==> src/rtl/uart_rx_stream.sv <==
// ============================================================================
//  Module   : uart_rx_stream
//  Purpose  : Asynchronous serial receiver (start / DATA_BITS / [parity] /
//             stop) that presents each received byte on a valid/ready stream.
//             Bits are sampled at their centres using a clock-cycle counter
//             derived from CLK_FREQ / BAUD.
//  Ports    : clk          - system clock
//             n_reset      - asynchronous active-low reset
//             uart_rx_pin  - raw serial line, idles high, asynchronous
//             data         - received byte, LSB first on the wire
//             valid        - data holds an unconsumed byte
//             ready        - consumer accepts data
//             framing_err  - 1-cycle pulse, stop bit sampled low
//             overrun      - 1-cycle pulse, completed byte dropped
//             parity_err   - 1-cycle pulse, even-parity mismatch
//                            (only with UART_RX_STREAM_PARITY_EN)
//  Options  : `define UART_RX_STREAM_PARITY_EN adds an even-parity bit
//             between the data bits and the stop bit.
//  Revision : 1.0 - initial release
// ============================================================================
`default_nettype none

module uart_rx_stream #(
  parameter int CLK_FREQ  = 12000000,
  parameter int BAUD      = 115200,
  parameter int DATA_BITS = 8
) (
  input  logic                 clk,
  input  logic                 n_reset,
  input  logic                 uart_rx_pin,
  output logic [DATA_BITS-1:0] data,
  output logic                 valid,
  input  logic                 ready,
  output logic                 framing_err,
  output logic                 overrun
`ifdef UART_RX_STREAM_PARITY_EN
  ,
  output logic                 parity_err
`endif
);

  localparam int CPB  = CLK_FREQ / BAUD;
  localparam int HALF = CPB / 2;
  localparam int CW   = $clog2(CPB);

  localparam logic [CW-1:0] C_HALF_M1  = CW'(HALF - 1);
  localparam logic [CW-1:0] C_CPB_M1   = CW'(CPB - 1);
  localparam logic [3:0]    C_LAST_BIT = 4'(DATA_BITS - 1);

  generate
    if (CPB < 4) begin : g_cpb_check
      $error("uart_rx_stream: CLK_FREQ/BAUD must be at least 4");
    end
    if (DATA_BITS < 5 || DATA_BITS > 8) begin : g_bits_check
      $error("uart_rx_stream: DATA_BITS must be in 5..8");
    end
  endgenerate

  typedef enum logic [2:0] {
    S_IDLE   = 3'd0,
    S_START  = 3'd1,
    S_DATA   = 3'd2,
    S_STOP   = 3'd3,
    S_BREAK  = 3'd4
`ifdef UART_RX_STREAM_PARITY_EN
    ,
    S_PARITY = 3'd5
`endif
  } state_t;

  // Two-flop synchroniser; both stages reset to the idle (high) line level.
  logic rx_meta_q;
  logic rx_s_q;

  always_ff @(posedge clk or negedge n_reset) begin
    if (!n_reset) begin
      rx_meta_q <= 1'b1;
      rx_s_q    <= 1'b1;
    end else begin
      rx_meta_q <= uart_rx_pin;
      rx_s_q    <= rx_meta_q;
    end
  end

  state_t                state_q;
  logic [CW-1:0]         cnt_q;
  logic [3:0]            bits_q;
  logic [DATA_BITS-1:0]  shift_q;
  logic [DATA_BITS-1:0]  data_q;
  logic                  valid_q;
  logic                  framing_err_q;
  logic                  overrun_q;
`ifdef UART_RX_STREAM_PARITY_EN
  logic                  parity_bit_q;
  logic                  parity_err_q;
`endif

  always_ff @(posedge clk or negedge n_reset) begin
    if (!n_reset) begin
      state_q       <= S_IDLE;
      cnt_q         <= '0;
      bits_q        <= '0;
      shift_q       <= '0;
      data_q        <= '0;
      valid_q       <= 1'b0;
      framing_err_q <= 1'b0;
      overrun_q     <= 1'b0;
`ifdef UART_RX_STREAM_PARITY_EN
      parity_bit_q  <= 1'b0;
      parity_err_q  <= 1'b0;
`endif
    end else begin
      framing_err_q <= 1'b0;
      overrun_q     <= 1'b0;
`ifdef UART_RX_STREAM_PARITY_EN
      parity_err_q  <= 1'b0;
`endif
      // Consumption; a byte completing in this same cycle overrides below.
      if (valid_q && ready) begin
        valid_q <= 1'b0;
      end

      case (state_q)
        S_IDLE: begin
          cnt_q <= '0;
          if (!rx_s_q) begin
            state_q <= S_START;
          end
        end

        // Re-check the line half a bit in; a high level means a glitch.
        S_START: begin
          if (cnt_q == C_HALF_M1) begin
            cnt_q   <= '0;
            bits_q  <= '0;
            state_q <= rx_s_q ? S_IDLE : S_DATA;
          end else begin
            cnt_q <= cnt_q + 1'b1;
          end
        end

        S_DATA: begin
          if (cnt_q == C_CPB_M1) begin
            cnt_q   <= '0;
            shift_q <= {rx_s_q, shift_q[DATA_BITS-1:1]};
            bits_q  <= bits_q + 1'b1;
            if (bits_q == C_LAST_BIT) begin
`ifdef UART_RX_STREAM_PARITY_EN
              state_q <= S_PARITY;
`else
              state_q <= S_STOP;
`endif
            end
          end else begin
            cnt_q <= cnt_q + 1'b1;
          end
        end

`ifdef UART_RX_STREAM_PARITY_EN
        S_PARITY: begin
          if (cnt_q == C_CPB_M1) begin
            cnt_q        <= '0;
            parity_bit_q <= rx_s_q;
            state_q      <= S_STOP;
          end else begin
            cnt_q <= cnt_q + 1'b1;
          end
        end
`endif

        S_STOP: begin
          if (cnt_q == C_CPB_M1) begin
            cnt_q <= '0;
            if (!rx_s_q) begin
              // Framing error takes priority over any parity error.
              framing_err_q <= 1'b1;
              state_q       <= S_BREAK;
            end else begin
              state_q <= S_IDLE;
`ifdef UART_RX_STREAM_PARITY_EN
              if (^{shift_q, parity_bit_q}) begin
                parity_err_q <= 1'b1;
              end else
`endif
              if (!valid_q || ready) begin
                data_q  <= shift_q;
                valid_q <= 1'b1;
              end else begin
                overrun_q <= 1'b1;
              end
            end
          end else begin
            cnt_q <= cnt_q + 1'b1;
          end
        end

        // Held-low line: stay here so a break yields only one framing error.
        S_BREAK: begin
          cnt_q <= '0;
          if (rx_s_q) begin
            state_q <= S_IDLE;
          end
        end

        default: begin
          state_q <= S_IDLE;
          cnt_q   <= '0;
        end
      endcase
    end
  end

  assign data        = data_q;
  assign valid       = valid_q;
  assign framing_err = framing_err_q;
  assign overrun     = overrun_q;
`ifdef UART_RX_STREAM_PARITY_EN
  assign parity_err  = parity_err_q;
`endif

endmodule

`default_nettype wire
==> config.mk <==
export PLATFORM = sky130hd
export DESIGN_NAME = uart_rx_stream
export DESIGN_NICKNAME = d
export VERILOG_FILES = /design/src/rtl/uart_rx_stream.sv
export SDC_FILE = /design/constraint.sdc
export NUM_CORES = 1
export LEC_CHECK = 0
export CORE_UTILIZATION = 35
export DETAILED_ROUTE_END_ITERATION = 6
export PLACE_DENSITY = 0.65
export SLEW_MARGIN = 0
export SYNTH_ARGS = -nofsm -noshare
export SYNTH_HDL_FRONTEND = slang
export SYNTH_SLANG_ARGS = --single-unit
==> constraint.sdc <==
create_clock -name clk -period 2.5 [get_ports clk]
set_input_delay 0.25 -clock clk [delete_from_list [all_inputs] [get_ports clk]]
set_output_delay 0.25 -clock clk [all_outputs]
set_load 0.01 [all_outputs]
After elaboration in Yosys (flattened, before gate mapping)
Index checks and enable logic that the tools add are counted.
Widths: inputs -> output; s select.
{"block": "totals", "register_bits": 35, "in_bits": 4}
{"block": "classes", "add_sub_neg": 2, "eq_ne": 13, "n_mux": 27, "n_reduce_logical": 10}
{"cell": "$mux 3", "count": 7}
{"cell": "$pmux 3 s5", "count": 1}
{"cell": "$mux 7", "count": 2}
{"cell": "$pmux 7 s2", "count": 1}
{"cell": "$mux 1", "count": 12}
{"cell": "$ne 2x2->1 const B", "count": 6}
{"cell": "$mux 4", "count": 2}
{"cell": "$pmux 4 s2", "count": 1}
{"cell": "$add 7x1->7 const B", "count": 1}
{"cell": "$eq 7x6->1 const B", "count": 1}
{"cell": "$eq 7x7->1 const B", "count": 1}
{"cell": "$eq 3x2->1 const B", "count": 2}
{"cell": "$reduce_and 6->1", "count": 1}
{"cell": "$add 4x1->4 const B", "count": 1}
{"cell": "$eq 4x3->1 const B", "count": 1}
{"cell": "$reduce_and 4->1", "count": 1}
{"cell": "$eq 3x1->1 const B", "count": 1}
{"cell": "$eq 3x3->1 const B", "count": 1}
{"cell": "$logic_not 3->1", "count": 1}
{"cell": "$reduce_and 3->1", "count": 1}
{"cell": "$mux 2", "count": 1}
{"cell": "$reduce_and 2->1", "count": 1}
{"cell": "$reduce_bool 2->1", "count": 1}
{"cell": "$reduce_or 2->1", "count": 1}
{"cell": "other kinds (3)", "count": 3}

Longest topological paths before layout
Gate-level depths: netlist (run 1).
{"block": "logic_depth", "word_depth": 6, "depth_mapped": 6, "depth_no_buf": 5}

Least setup slack after synthesis (run 1)
No wires, ideal clock.
{"block": "synth_path", "kind": "register -> register", "start": "register cnt_q[0]", "end": "register data_q[0] (netlist: data[0])", "arrival_ns": 1.556, "t_required_ns": 2.375, "setup_slack_ns": 0.819, "stages_incl_launch_ff": 7, "n_path_buf": 1, "period_less_slack_ns": 1.681, "path_cell_list": "dfrtp_1 -> ha_1 -> and3b_2 -> nand4_1 -> nor2b_2 -> buf_6 -> mux2_2"}
{"block": "synth_between", "elab_chain_cells": 2}
{"element": "start: declaration", "line": "86", "source": "logic [CW-1:0] cnt_q;"}
{"element": "start signal: assignment", "line": "138", "source": "cnt_q <= cnt_q + 1'b1;"}
{"element": "start signal: assignment", "line": "155", "source": "cnt_q <= cnt_q + 1'b1;"}
{"element": "start signal: assignment", "line": "193", "source": "cnt_q <= cnt_q + 1'b1;"}
{"element": "$eq 7x7->1", "line": "172", "source": "if (cnt_q == C_CPB_M1) begin"}
{"element": "$reduce_and 4->1 (no source line)"}
{"element": "end signal: assignment", "line": "186", "source": "data_q <= shift_q;"}
{"element": "end: declaration", "line": "89", "source": "logic [DATA_BITS-1:0] data_q;"}
No other way between the ends.
A chain may end at the register's enable or synchronous reset.

Worst setup path after layout (run 1)
{"block": "layout_path", "start": "register state_q[1]", "end": "register data_q[5] (netlist: data[5])"}
{"block": "layout_between", "elab_chain_cells": 2}
{"element": "start: declaration", "line": "85", "source": "state_t state_q;"}
{"element": "start signal: assignment", "line": "136", "source": "state_q <= rx_s_q ? S_IDLE : S_DATA;"}
{"element": "$eq 3x2->1", "line": "123", "source": "case (state_q)"}
{"element": "$reduce_and 4->1 (no source line)"}
No other way between the ends.

==> results.md, run 1 <==
- Run status: complete, no violations
- Adder-cell area share of the yosys netlist: 0.01584
- Critical Path Fanout Max: 13
- Mux cell area share after synthesis: 0.1298
- Detailed Route Iter0 Violations: 48
- Number of remaining DRC errors: 0
- Synth Register Bits: 35
- Highest clock rate: 503.6 MHz
- Syn nets: 128
- Level count of the clock H-tree: 2
- Xor/xnor cell area share of the yosys netlist: 0.02771
- Initial antenna violation count: 0
- Worst setup EP type: flop
- Share of the core filled with cells: 0.4282
- Max rail drop VDD: 400.2 uV
- Power share of the combinational group: 0.016
- First-pass GRT wire length: 4.788 mm
- Maximum number of pins on one net before global-route repair: 36
- Global routing usage summed across all routing layers: 0.1274
- Sequential standard cell area: 878.3 um2
- Per-cell routed wire length: 14.16 um
- Clock tree from TritonCTS: built
- Net Sw Frac: 0.2305
- Number of setup buffers added after CTS: 0
- Share of the yosys chip area belonging to registers: 0.5558
- Dominant combinational cell family by area after synthesis: simple AND/OR/NAND/NOR gates
- Number of flops mapped to enable cells by yosys: 0
- Detail Placement HPWL: 1.942 mm
- Syn Area/Cell: 12.95 um2
- Count of buffers inserted at the top-level ports: 14
- Synthesis-to-layout area growth: 17.97%
- Worst clock skew on the final layout: 0.005252 ns
- Library cell used as clock root buffer: clkbuf_8
- Count of hold-fix buffers inserted at cts: 0
- Fraction of layout cells with a size suffix above 1: 0.2676
- Power per cell area: 539.0 nW/um2
- Number of standard-cell rows in the floorplan: 24
- Horizontal die dimension: 69.20 um
- Dominant synthesized flop cell: dfrtp_1
- Initial Util: 0.3629
- Final critical-path share of the clock period: 0.7943
- Net switching component of the power: 231.7 uW
- Total count of max-transition violations in the final report: 0
- Count of clock tree sinks: 35
- Sum of negative setup slack: 0 ns
- Clock transition at the registers of the reported paths: 0.08 ns
- Clock share of power: 0.416
- Worst-case setup slack after placement: 0.5052 ns
- Nets: 147
- Count of endpoints failing setup in the final report: 0
- Kind of path behind the tightest hold check: in -> async
- Worst setup margin: 0.5142 ns
- Core box area: 4354 um2
- Relative slew slack: 0.6941
- Fillcell total: 404
- Critical setup path kind: reg -> reg
- Latest clock arrival within the worst-skew pair: 0.29 ns
- Max capacitance violation total: 0
- GRT overflow: 0
- Wirelength, routed: 2.747 mm
- Cell variety after synth: 38
- Crit path DAT: 2.16 ns
- Slew @ Worst Pin: 0.4589 ns
- Antenna fix cells: 0
- Detailed Routing Iterations Pass 1: 4
- Period minus WS final: 1.986 ns
- Post-cts gate resize count: 0
- CTS Buffer Depth: 2
- Internal power contribution: 773.3 uW
- Setup repair after global routing missed its margin: no
- Gate Count Post-Synth: 122
- Height of the chip: 69.20 um
- Post-detailed-route via-to-cell ratio: 5.206
- Critical path launch point type: flop
- Number of global-route vias before repair: 1060
- Critical Path RT: 2.68 ns
- Synth Area in Compound Gates: 0.05384
- Synth Cell Area: 1580 um2
- Number of vias after detailed routing: 1010
- Proportion of power drawn by flip-flops and latches: 0.568
- Leakage power: 0.8419 nW
- Fraction of registers with async set or reset after synthesis: 1.000
- Gp weighted congestion: 0.8211
- Number of clock buffers inserted by TritonCTS: 5
- Antenna Violating Nets Remaining: 0
- Endpoints failing hold: 0
- Ports: 15
- Combined area of the multi-input logic cells: 653.1 um2
- Count of warnings emitted by yosys: 0
- Synth Area in Simple Gates: 0.1861
- Total Die Area: 4788 um2
[cell usage in the layout, fill, tap and decap left out, types with 2 or more instances in the layout]
| master | n |
|---|---|
| a211o_1 | 2 |
| a21oi_1 | 2 |
| and4_1 | 2 |
| buf_4 | 3 |
| clkbuf_8 | 5 |
| clkdlybuf4s50_1 | 14 |
| clkinv_4 | 2 |
| dfrtp_1 | 33 |
| dfstp_2 | 2 |
| ha_1 | 2 |
| inv_1 | 3 |
| mux2_2 | 17 |
| nand2_1 | 3 |
| nand2b_1 | 2 |
| nand3_1 | 5 |
| nand4_1 | 2 |
| nor2_1 | 6 |
| nor3_1 | 7 |
| nor3b_1 | 2 |
| nor4_4 | 2 |
| o21ai_0 | 3 |
| xnor2_1 | 2 |
| xor2_1 | 3 |
[synthesized netlist by cell type, types with 2 or more instances]
| cell | number | share of area |
|---|---|---|
| a211o_1 | 2 | 0.011 |
| a21oi_1 | 2 | 0.0063 |
| and4_1 | 2 | 0.011 |
| buf_2 | 3 | 0.0095 |
| buf_6 | 2 | 0.014 |
| dfrtp_1 | 33 | 0.52 |
| dfstp_2 | 2 | 0.033 |
| ha_1 | 2 | 0.016 |
| inv_1 | 3 | 0.0071 |
| mux2_2 | 17 | 0.12 |
| nand2_1 | 3 | 0.0071 |
| nand2b_1 | 2 | 0.0079 |
| nand3_1 | 5 | 0.016 |
| nand4_1 | 2 | 0.0079 |
| nor2_1 | 6 | 0.014 |
| nor3_1 | 7 | 0.022 |
| nor3b_1 | 2 | 0.0095 |
| nor4_4 | 2 | 0.027 |
| o21ai_0 | 3 | 0.0095 |
| xnor2_1 | 2 | 0.011 |
| xor2_1 | 3 | 0.017 |
[through the flow]
step | hold slack (ns) | cells | area (um2) | power, mW
global placement | 0.3473 | 186 | 1770 | 0.5988
global route | 0.3578 | 194 | 1864 | 1.047
floorplan | -0.04559 | 122 | 1580 | 0.5816
detailed placement | 0.3476 | 186 | 1770 | 0.5993
finish | 0.3564 | 194 | 1864 | 1.005
CTS | 0.3578 | 194 | 1864 | 1.018
[routing by layer]
metal  share of wire  vias up  wire length, um  global-route usage
met5               0        -                0                   0
met4           0.012        0               32             0.03855
met3           0.050        5              137             0.04360
met2            0.50       28             1366              0.2136
met1            0.44      493             1211              0.1544
li1                -      484                -                   -
[path summary, 6_finish.rpt]
check                           slack [ns]    endpoint  depth (start not counted)  startpoint
min in group clk                      0.36      rx_s_q                          0   rx_meta_q
worst max register to register        0.51     data[5]                          4  state_q[1]
worst max-delay path                  0.51     data[5]                          4  state_q[1]
max in group asynchronous             1.80   rx_meta_q                          2     n_reset
worst min register to register        0.36      rx_s_q                          0   rx_meta_q
worst min-delay path                  0.36  state_q[0]                          2     n_reset
[power by group through the flow]
stage,combinational [mW],clock (mW),sequential (mW)
2_1_floorplan,0.000778,0,0.581
3_5_place_dp,0.0178,0,0.582
3_3_place_gp,0.0174,0,0.581
6_report,0.0165,0.418,0.570
5_1_grt,0.0199,0.456,0.571
4_1_cts,0.0178,0.430,0.570
[flip-flops by register name, summed over array words and instances, names as in the netlist]
| name | cells |
|---|---|
| cnt_q | 7 |
| rx_s_q | 1 |
| framing_err | 1 |
| valid | 1 |
| shift_q | 8 |
| data | 8 |
| rx_meta_q | 1 |
| bits_q | 4 |
| state_q | 3 |
| overrun | 1 |
[area by class of cell]
type                    instances  area share
flip-flops and latches         35      0.4711
multi-input cells              79      0.3503
repair buffers                 17     0.08725
clock buffers                   5     0.03691
well taps                      52     0.03490
clock inverters                 3     0.01342
inverters                       3    0.006040
[critical path, cell delays in order (launching register included)]
cell	delay (ns)
dfrtp_1	0.63
and4b_1	0.27
nand4_1	0.16
nor2b_2	0.42
mux2_2	0.38
[cell families after synthesis]
group / Yosys count
buffers and inverters: 8
AOI/OAI and AO/OA: 12
and+or+nand+nor: 42
xor gates and xnor gates: 5
adders and majority gates: 2
DFF: 35
muxes: 18
Power figures use the tool's default switching activity.
==> run 2: changes to the inputs <==
- clock period: 2.5 -> 1.9 ns (I/O delays scaled with it)
==> run 2 against run 1 <==
Clock-buffer cell count rose by 1. Register-to-register slack worse by 0.38 ns. Non-clock buffer count increased by 6. Critical endpoint is now data[4]. Highest routed layer unchanged.
==> results.md, run 2 (same netlist as run 1, synthesis figures left out) <==
- Antenna Violating Nets Remaining: 0
- Setup repair after global routing missed its margin: no
- Detailed Routing Iterations Pass 1: 4
- Per-cell routed wire length: 14.38 um
- Worst-path cell with the longest stage delay: dfrtp_1
- Count of buffers inserted at the top-level ports: 14
- Number of setup buffers added after CTS: 0
- Power per cell area: 706.1 nW/um2
- Height of the chip: 69.20 um
- Worst setup EP type: flop
- Critical Path RT: 2.08 ns
- Initial antenna violation count: 0
- Total Die Area: 4788 um2
- Max rail drop VDD: 374.6 uV
- Crit path buffers/inverters: 1
- Critical path's top delay family: simple AND/OR/NAND/NOR gates
- GRT overflow: 0
- Latest clock arrival within the worst-skew pair: 0.29 ns
- Fraction of layout cells with a size suffix above 1: 0.3041
- Detailed Route Iter0 Violations: 55
- Slew @ Worst Pin: 0.4497 ns
- Slowest cell delay on critical path: 0.37 ns
- Final-layout worst hold slack: 0.3010 ns
- Relative slew slack: 0.7002
- Clock tree from TritonCTS: built
- Ports: 15
- M2 GR Usage: 0.2265
- Most used cells in the layout excluding fill and tap cells: dfrtp_1, mux2_2, clkdlybuf4s50_1
- Final critical-path share of the clock period: 0.9280
- Leakage power: 0.8739 nW
- Clock transition at the registers of the reported paths: 0.07 ns
- Combined area of the multi-input logic cells: 655.6 um2
- Period minus WS final: 1.763 ns
- Core box area: 4354 um2
- Antenna fix cells: 0
- First-pass GRT wire length: 5.147 mm
- Max capacitance violation total: 0
- Detail Placement HPWL: 1.927 mm
- Number of standard-cell rows in the floorplan: 24
- Gp weighted congestion: 0.7894
- Crit path DAT: 1.94 ns
- CTS Buffer Depth: 2
- Synthesis-to-layout area growth: 21.30%
- Most Crowded Layer GR: met2
- Global routing usage summed across all routing layers: 0.1393
- Met1 global-route usage: 0.1660
- Count of clock tree sinks: 35
- Number of global-route vias before repair: 1106
- Total count of max-transition violations in the final report: 0
- Number of remaining DRC errors: 0
- Endpoints failing hold: 0
- Critical path launch point type: flop
- Nets: 153
- Most common library cell in the layout ignoring fill and taps: dfrtp_1
- Sequential standard cell area: 878.3 um2
- Count of endpoints failing setup in the final report: 0
- Critical Path Fanout Max: 8
- Cell chain of the critical path: ha_2 > and3b_2 > nand4_1 > nor2b_2 > buf_4 > mux2_2
- Sum of negative setup slack: 0 ns
- Number of vias after detailed routing: 1019
- Number of clock buffers inserted by TritonCTS: 5
- Post-cts gate resize count: 0
- Run status: complete, no violations
- Horizontal die dimension: 69.20 um
- Worst clock skew on the final layout: 0.003022 ns
- Library cell used as clock root buffer: clkbuf_8
- Critical setup path kind: reg -> reg
- Level count of the clock H-tree: 2
- Maximum number of pins on one net before global-route repair: 36
- Initial Util: 0.3629
- GR Util met3: 0.05814
- Wirelength, routed: 2.875 mm
- Kind of path behind the tightest hold check: in -> reg
- Post-detailed-route via-to-cell ratio: 5.095
- Fillcell total: 391
- Count of hold-fix buffers inserted at cts: 0
- Highest clock rate: 567.1 MHz
[run 2: changes by cell type in the layout (fill, tap and decap cells not counted), sizes merged]
cell	previous run	this run
buf	3	9
clkbuf	5	6
clkinv	2	1
[run 2: layout make-up]
cell class                 instances  share of cell area
inverter                           3            0.005875
clock inverter                     2            0.008486
timing repair buffer              23              0.1084
clock buffer                       6             0.04308
multi-input combinational         79              0.3420
sequential                        35              0.4582
tap                               52             0.03394
[run 2: per-stage QoR]
stage	power (mW)	instances	setup WS [ns]	cell area, um2	util
finish	1.354	200	0.1367	1917	0.4402
global route	1.406	200	0.006112	1917	0.4402
CTS	1.380	200	0.05894	1914	0.4397
detailed placement	0.7903	192	0.06545	1815	0.4170
global placement	0.7893	192	0.1245	1815	0.4170
floorplan	0.7653	122	0.2189	1580	-
[run 2: power by group]
part	total, mW	switching (mW)	internal [mW]	leakage [nW]
Clock	0.579	0.283	0.296	0.0474
Sequential	0.749	0.000979	0.748	0.467
Combinational	0.0250	0.0162	0.00877	0.359
[run 2: worst paths after layout]
kind | slack [ns] | end | depth (start not counted) | from
setup / recovery | 0.14 | data[4] | 6 | cnt_q[0]
hold / removal | 0.30 | rx_meta_q | 1 | uart_rx_pin
setup reg to reg | 0.14 | data[4] | 6 | cnt_q[0]
hold reg to reg | 0.36 | rx_s_q | 0 | rx_meta_q
max in group asynchronous | 1.25 | rx_meta_q | 2 | n_reset
min in group asynchronous | 0.31 | bits_q[3] | 2 | n_reset
[run 2: routing by layer]
metal	share of wire	vias up
met5	0	-
met4	0.0080	0
met3	0.040	3
met2	0.50	15
met1	0.46	505
li1	-	496
